==> config.mk <==
export PLATFORM = sky130hd
export DESIGN_NAME = approx_error_sweeper
export DESIGN_NICKNAME = d
export VERILOG_FILES = /design/src/rtl/approx_error_sweeper.sv
export SDC_FILE = /design/constraint.sdc
export NUM_CORES = 1
export LEC_CHECK = 0
export CAP_MARGIN = 0
export CORE_ASPECT_RATIO = 1.1
export CORE_UTILIZATION = 45
export CTS_CLUSTER_DIAMETER = 100
export DETAILED_ROUTE_END_ITERATION = 7
export GPL_ROUTABILITY_DRIVEN = 0
export PLACE_DENSITY = 0.69
export SETUP_SLACK_MARGIN = 0.02
export SYNTH_ARGS = -nofsm -noshare
export SYNTH_HDL_FRONTEND = slang
export SYNTH_SLANG_ARGS = --single-unit
==> constraint.sdc <==
create_clock -name clk -period 2.32 [get_ports clk]
set_input_delay 0.696 -clock clk [delete_from_list [all_inputs] [get_ports clk]]
set_output_delay 0.696 -clock clk [all_outputs]
set_load 0.01 [all_outputs]
==> src/rtl/approx_error_sweeper.sv <==
// approx_error_sweeper
// Sweeps every input vector 0..2^N_IN-1 through an approximate circuit and
// its exact reference, which sit outside this block, and compares their
// outputs. It reports the worst-case absolute error, the first vector that
// reached it, the number of vectors whose error exceeds ET, and a pass verdict.
//
// Ports:
//   clk       rising-edge clock
//   rst_n     asynchronous active-low reset
//   start     request a sweep (sampled only in IDLE)
//   abort     cancel a running sweep (RUN or DRAIN)
//   vec_o     input vector driven to both circuits
//   exact_i   exact circuit output for vec_o (combinational, same cycle)
//   approx_i  approximate circuit output for vec_o (combinational, same cycle)
//   busy      high in RUN and DRAIN
//   done      one-cycle pulse when the results are valid
//   pass      max_err <= ET; held from done until the next start
//   max_err   worst-case absolute error
//   wce_vec   first vector that reached max_err
//   err_cnt   number of vectors whose error is greater than ET
module approx_error_sweeper #(
  parameter int N_IN  = 4,
  parameter int N_OUT = 3,
  parameter int ET    = 3
) (
  input  logic              clk,
  input  logic              rst_n,
  input  logic              start,
  input  logic              abort,
  output logic [N_IN-1:0]   vec_o,
  input  logic [N_OUT-1:0]  exact_i,
  input  logic [N_OUT-1:0]  approx_i,
  output logic              busy,
  output logic              done,
  output logic              pass,
  output logic [N_OUT-1:0]  max_err,
  output logic [N_IN-1:0]   wce_vec,
  output logic [N_IN:0]     err_cnt
);

  typedef enum logic [1:0] {
    S_IDLE  = 2'd0,
    S_RUN   = 2'd1,
    S_DRAIN = 2'd2,
    S_DONE  = 2'd3
  } state_t;

  localparam logic [N_IN-1:0]  VEC_LAST = {N_IN{1'b1}};
  localparam logic [N_IN-1:0]  VEC_ONE  = {{(N_IN-1){1'b0}}, 1'b1};
  localparam logic [N_IN:0]    CNT_ONE  = {{N_IN{1'b0}}, 1'b1};
  localparam logic [N_OUT-1:0] ET_V     = N_OUT'(ET);

  state_t             state_q, state_d;
  logic [N_IN-1:0]    vec_q, vec_d;
  logic               v1_q, v1_d;
  logic [N_OUT-1:0]   err1_q, err1_d;
  logic [N_IN-1:0]    tag1_q, tag1_d;
  logic [N_OUT-1:0]   max_err_q, max_err_d;
  logic [N_IN-1:0]    wce_q, wce_d;
  logic [N_IN:0]      cnt_q, cnt_d;
  logic               busy_q, busy_d;
  logic               done_q, done_d;
  logic               pass_q, pass_d;
  logic [N_OUT-1:0]   err_s;
  logic               active_s;

  // Next-state logic: stage-1 error capture, stage-2 statistics, FSM and abort.
  always_comb begin
    state_d   = state_q;
    vec_d     = vec_q;
    max_err_d = max_err_q;
    wce_d     = wce_q;
    cnt_d     = cnt_q;
    pass_d    = pass_q;
    busy_d    = 1'b0;
    done_d    = 1'b0;
    v1_d      = 1'b0;
    tag1_d    = vec_q;
    active_s  = (state_q == S_RUN) || (state_q == S_DRAIN);

    // Ordering the subtraction keeps the difference within N_OUT bits.
    if (exact_i >= approx_i) begin
      err_s = exact_i - approx_i;
    end else begin
      err_s = approx_i - exact_i;
    end
    err1_d = err_s;

    // Stage 2: strictly-greater compare so the first vector wins ties.
    if (active_s && v1_q) begin
      if (err1_q > max_err_q) begin
        max_err_d = err1_q;
        wce_d     = tag1_q;
      end else begin
        max_err_d = max_err_q;
      end
      if (err1_q > ET_V) begin
        cnt_d = cnt_q + CNT_ONE;
      end else begin
        cnt_d = cnt_q;
      end
    end else begin
      cnt_d = cnt_q;
    end

    case (state_q)
      S_IDLE: begin
        if (start) begin
          state_d   = S_RUN;
          vec_d     = {N_IN{1'b0}};
          max_err_d = {N_OUT{1'b0}};
          wce_d     = {N_IN{1'b0}};
          cnt_d     = {(N_IN+1){1'b0}};
          pass_d    = 1'b0;
          busy_d    = 1'b1;
        end else begin
          state_d = S_IDLE;
        end
      end
      S_RUN: begin
        v1_d   = 1'b1;
        busy_d = 1'b1;
        // The last vector holds on vec_o rather than wrapping.
        if (vec_q == VEC_LAST) begin
          state_d = S_DRAIN;
        end else begin
          vec_d = vec_q + VEC_ONE;
        end
      end
      S_DRAIN: begin
        state_d = S_DONE;
        done_d  = 1'b1;
        // Verdict uses the statistics including the final vector's update.
        pass_d  = (max_err_d <= ET_V);
      end
      S_DONE: begin
        state_d = S_IDLE;
      end
      default: begin
        state_d = S_IDLE;
      end
    endcase

    // Abort overrides the normal transition; statistics keep partial values.
    if (abort && active_s) begin
      state_d = S_IDLE;
      busy_d  = 1'b0;
      done_d  = 1'b0;
      v1_d    = 1'b0;
      pass_d  = 1'b0;
    end else begin
      v1_d = v1_d;
    end
  end

  // State and output registers.
  always_ff @(posedge clk or negedge rst_n) begin
    if (!rst_n) begin
      state_q   <= S_IDLE;
      vec_q     <= {N_IN{1'b0}};
      v1_q      <= 1'b0;
      err1_q    <= {N_OUT{1'b0}};
      tag1_q    <= {N_IN{1'b0}};
      max_err_q <= {N_OUT{1'b0}};
      wce_q     <= {N_IN{1'b0}};
      cnt_q     <= {(N_IN+1){1'b0}};
      busy_q    <= 1'b0;
      done_q    <= 1'b0;
      pass_q    <= 1'b0;
    end else begin
      state_q   <= state_d;
      vec_q     <= vec_d;
      v1_q      <= v1_d;
      err1_q    <= err1_d;
      tag1_q    <= tag1_d;
      max_err_q <= max_err_d;
      wce_q     <= wce_d;
      cnt_q     <= cnt_d;
      busy_q    <= busy_d;
      done_q    <= done_d;
      pass_q    <= pass_d;
    end
  end

  assign vec_o   = vec_q;
  assign busy    = busy_q;
  assign done    = done_q;
  assign pass    = pass_q;
  assign max_err = max_err_q;
  assign wce_vec = wce_q;
  assign err_cnt = cnt_q;

endmodule

* After elaboration in Yosys (flattened, before gate mapping)
Cells that the tools add are included.
Widths: inputs -> output; s select.
** Storage, ports and cells
- Flip-flop bits (word level) :: 29
- Input port bits :: 10
- Output and inout port bits :: 19
- Logic and storage cells :: 65
** Cells by class
- Add/sub/neg operators :: 4
- Order comparisons :: 4
- Equality and inequality tests :: 8
- Multiplexer cells :: 30
- Reductions and logical operators :: 8
** Operator list (count)
- $mux 4 :: 6
- $mux 5 :: 4
- $mux 3 :: 5
- $mux 1 :: 9
- $pmux 2 s4 :: 1
- $pmux 4 s2 :: 1
- $sub 3x3->3 :: 2
- $add 5x1->5 const B :: 1
- $add 4x1->4 const B :: 1
- $eq 2x2->1 const B :: 2
- $eq 4x4->1 const B :: 1
- $mux 2 :: 2
- $ne 2x2->1 const B :: 2
- $pmux 1 s2 :: 2
- $ge 3x3->1 :: 1
- $gt 3x2->1 const B :: 1
- $gt 3x3->1 :: 1
- $le 3x2->1 const B :: 1
- $ne 3x1->1 const B :: 1
- $ne 3x3->1 const B :: 1
- $reduce_and 3->1 :: 1
- $reduce_bool 3->1 :: 1
- $eq 2x1->1 const B :: 1
- $logic_and 1x1->1 :: 2
- other kinds (4) :: 4

* Longest topological paths before layout
- Depth in word-level cells :: 7
- Gate-level depth with buffers :: 7
- Mapped depth without buffers :: 6

* Least setup slack after synthesis
No wires, ideal clock.
- Path type :: input port to flip-flop
- Start point :: input port exact_i[0]
- End point :: register err1_q[1]
- Setup time :: 0.079 ns
- Arrival time :: 1.721 ns
- Required time :: 2.241 ns
- Slack :: 0.519 ns
- Stages on the path :: 6
- Buffers on the path :: 0
- Cell sequence :: inv_1 ha_1 nand2b_1 a211o_1 o21ai_0 mux2i_1
** On the way
- Longest elaborated chain between the ends :: 2
- Elaborated cells between the ends (all ways) :: 4
- Those cells by class :: add/sub (2); order compare (1); mux (1)
** RTL lines
- from (decl) :: RTL line 31 : input logic [N_OUT-1:0] exact_i,
- $sub 3x3->3 (tied with other cells) :: RTL line 85 : err_s = approx_i - exact_i;
- $mux 3 * :: RTL line 82 : if (exact_i >= approx_i) begin
- named net err1_d[1] :: RTL line 56 : logic [N_OUT-1:0] err1_q, err1_d;
- to (signal assigned) :: RTL line 162 : err1_q <= {N_OUT{1'b0}};
- to (signal assigned) :: RTL line 174 : err1_q <= err1_d;
- to (decl) :: RTL line 56
The timed path passes the listed nets; every way through them passes the cells marked *.
A chain may end at the register's enable or synchronous reset.

* Final worst setup path
Same ends and word-level chain as after synthesis.

==> parameters.txt <==
Parameter                              Value

Setup path
  Startpoint class of the critical path    input pin
  Required time at the endpoint of the critical path    2.58 ns
  Endpoint class of the critical path    flip-flop
  Worst r2r src    state_q[1]$_DFFE_PN0P_
  Highest fanout seen on the critical path    3
  Reg2Reg Capture Point    max_err[1]$_DFF_PN0_
  Worst setup slack for register-to-register paths    0.44 ns
  Crit Path Category    in2reg
  Arr. time, crit path    between 2 and 2.5 ns
  Depth of the most critical reg-to-reg path    6

Place
  IO buf count    28
  Detailed Place HPWL    about 2100 um
  Post-Place Worst Slack    -0.127 ns

Clock tree
  Number of H-tree branching levels    2
  Buffer cell driving the clock tree root    sky130_fd_sc_hd__clkbuf_4
  Number of CTS-inserted buffers    5
  Clock tree from TritonCTS    built
  Post-CTS clock slew at the launch and capture registers of the worst setup and hold paths    roughly 0.09 ns
  Clock buffer depth    2
  Clock Latency Late Sink    0.33 ns
  CTS Hold Bufs    0
  Number of resized instances in the post-cts repair step    0
  Number of clock sinks    29
  Number of setup buffers added after CTS    0

Power
  Pwr/cell area    approximately 980 nW/um^2
  Int Power    1270 uW
  Total power    roughly 1900 uW
  Static Leak    about 0.00091 uW
  Clock share of power    27.4%
  Switch Pwr    roughly 610 uW
  Portion of total power attributed to sequential cells    a little under two fifths
  Comb pwr share    a little over a third
  Net Sw Frac    between 30% and 40%
  Worst vdd rail ir drop    slightly above 800 uV

Layout
  Area occupied by registers    726 um^2
  Syn-to-layout area delta    30.0%
  # fillers    around 240
  Fraction of layout instances using a drive strength above 1    between 10% and 20%
  Final cell utilization of the core    about 62%
  Diodes inserted    0
  Final net count    194
  Combined area of the multi-input logic cells    683 um^2

Synth
  Average cell area after synthesis    between 10 and 15 um^2
  #FFs+latches synth    29
  Number of nets in the synthesized netlist    approximately 160
  Proportion of synthesized flip-flops having asynchronous set or reset    between 90% and 100%
  Number of instances in the synthesized netlist    roughly 130
  Area fraction in compound gates after synthesis    between 8 and 9%
  Fraction of the mapped netlist area in adder cells    13.8%
  Post-synthesis instance area    1470 um^2
  Most numerous cell in the Yosys netlist    sky130_fd_sc_hd__dfrtp_1
  XOR/XNOR Fraction of Synth Area    under 10%
  Library cell with the largest summed area after synthesis    sky130_fd_sc_hd__dfrtp_1
  Top cell types by occurrence after synthesis    29 x sky130_fd_sc_hd__dfrtp_1, 17 x sky130_fd_sc_hd__nor2_1, 13 x sky130_fd_sc_hd__ha_1, 12 x sky130_fd_sc_hd__inv_1, 9 x sky130_fd_sc_hd__mux2i_1
  Leading register cell type out of synthesis    sky130_fd_sc_hd__dfrtp_1
  Share of the synthesized area in the top cell type    roughly 49%
  Warnings from Yosys    0
  Seq/Total Area, Yosys    49.4%
  Basic-gate share of the synthesized area counting and, or, nand and nor cells    a little over an eighth
  Number of flops mapped to enable cells by yosys    0
  Main area contributors after synthesis    sky130_fd_sc_hd__dfrtp_1 49%, sky130_fd_sc_hd__ha_1 11%, sky130_fd_sc_hd__mux2i_1 6.1%, sky130_fd_sc_hd__nor2_1 4.3%, sky130_fd_sc_hd__inv_1 3.1%
  Count of cell types in the netlist    27
  Combinational family with the most area after synthesis    adder cells
  Post-synthesis mux area share    under 10%

Hold path
  End of the worst hold path    tag1_q[1]$_DFF_PN0_
  Number of cells on the worst hold path    0
  Hold Crit Class    reg2reg
  Critical hold path startpoint    vec_o[1]$_DFFE_PN0P_

STA
  Fin crit period    2.11 ns
  RSZ-0062 raised after global routing    no
  Worst slew slack as a fraction of its limit    68.9%
  Post-layout worst setup margin    0.213 ns
  Post-Route Skew    between 0.004 and 0.005 ns
  Ratio of final minimum period to clock period    slightly above 90%
  Final Max Tran Viols    0
  Setup violations, final    0
  Worst hold margin    about 0.46 ns
  Actual transition at the worst max-transition pin    ~0.47 ns
  Fin. Hold Viols    0
  Max Clock Freq    about 470 MHz

Routing
  Length of the first detailed-routing pass in iterations    4
  Detail-routed net length per standard cell    13.4 um
  Number of antenna-violating nets in the routed design    0
  DRT Wirelength    between 2000 and 3000 um
  Initial DRC Count    30
  Detail-routed via count per cell    slightly above 5
  DRC Markers    0
  Via count    1060

Floorplanning
  Width of the die    about 56 um
  Number of top-level design ports    29
  Die outline area    3500 um^2
  Die height    61.9 um
  Total core area    around 3100 um^2
  Starting utilization of the core area    between 40% and 50%
  Number of core rows    21

Flow run
  Max-cap viol count    0

GRT
  Pin count of the biggest net entering global routing    30
  Number of global-route vias before repair    1080
  Global-route usage over all layers    a little under a fifth
  Wire length of the first global-routing pass    approximately 4700 um
  Leftover overflow at the end of global routing    0
  Antenna violations before repair    0

Outcome
  Status    completed
[final cells by class]
class | count | area share [%]
Clock inverter | 3 | 3.41
Clock buffer | 5 | 1.97
Multi-Input combinational cell | 89 | 35.8
Tap cell | 34 | 2.23
Inverter | 12 | 2.36
Sequential cell | 29 | 38.0
Timing Repair Buffer | 32 | 16.3
[per-layer routing]
layer	vias to the layer above	global-route usage, %	routed length [um]
met5	-	0	0
met2	28	32.1	1400
met4	0	9.41	74
li1	517	-	-
met1	504	19.8	1130
met3	11	5.59	123
[power by group through the flow]
stage | registers, uW | clock network [uW] | logic (uW)
finish | 692 | 514 | 673
CTS | 693 | 527 | 681
global placement | 698 | 0 | 652
floorplan | 719 | 0 | 390
detailed placement | 704 | 0 | 678
global route | 708 | 545 | 761
[critical path, cell delays in order]
cell,delay (ns)
sky130_fd_sc_hd__clkdlybuf4s50_1,0.49
sky130_fd_sc_hd__inv_1,0.05
sky130_fd_sc_hd__ha_1,0.30
sky130_fd_sc_hd__nand2b_1,0.15
sky130_fd_sc_hd__a211o_1,0.33
sky130_fd_sc_hd__o21ai_0,0.13
sky130_fd_sc_hd__mux2i_1,0.21
[sequential cells by signal, summed over array words and instances, names as in the netlist]
register and flops:
pass 1, state_q 2, done 1, err_cnt 5, vec_o 4, busy 1
err1_q 3, wce_vec 4, tag1_q 4, v1_q 1, max_err 3
[worst max path at each step]
stage | start | end | cells after the start
2_1_floorplan | exact_i[0] | err1_q[1]$_DFF_PN0_ | 6
3_3_place_gp | exact_i[0] | err1_q[1]$_DFF_PN0_ | 7
3_5_place_dp | exact_i[0] | err1_q[1]$_DFF_PN0_ | 7
4_1_cts | exact_i[0] | err1_q[1]$_DFF_PN0_ | 7
5_1_grt | exact_i[0] | err1_q[1]$_DFF_PN0_ | 7
6_report | exact_i[0] | err1_q[1]$_DFF_PN0_ | 7
[cells in the final DEF (no fill, tap or decap), drive strengths merged]
cell type and n:
dfrtp 29, clkdlybuf4s50 28, nor2 17, ha 13
inv 12, mux2i 9, nand2 8, xor2 5
clkbuf 5, o21ai 4, nand3 4, buf 4
nand2b 3, nand4 3, a21oi 3, and3 3
and2 2, nor2b 2, o21a 2, mux2 2
fa 2, bufinv 2, o211ai 1, a211oi 1
xnor2 1, a211o 1, o221ai 1, a32o 1
a221oi 1, clkinv 1
[cells by family after synthesis]
logic type      count (synthesis)
buf+inv                        16
fa+ha+maj                      15
flops                          29
compound gates                 15
mux                            11
xor+xnor                        6
simple gates                   42
[metrics by stage]
stage	area (um^2)	setup TNS, ns	std cells
2_1_floorplan	1470	0	134
3_3_place_gp	1810	-0.0348	196
3_5_place_dp	1810	-0.165	196
4_1_cts	1910	0	204
5_1_grt	1910	0	204
6_report	1910	0	204
No activity file was read; power rests on OpenSTA's default activity.
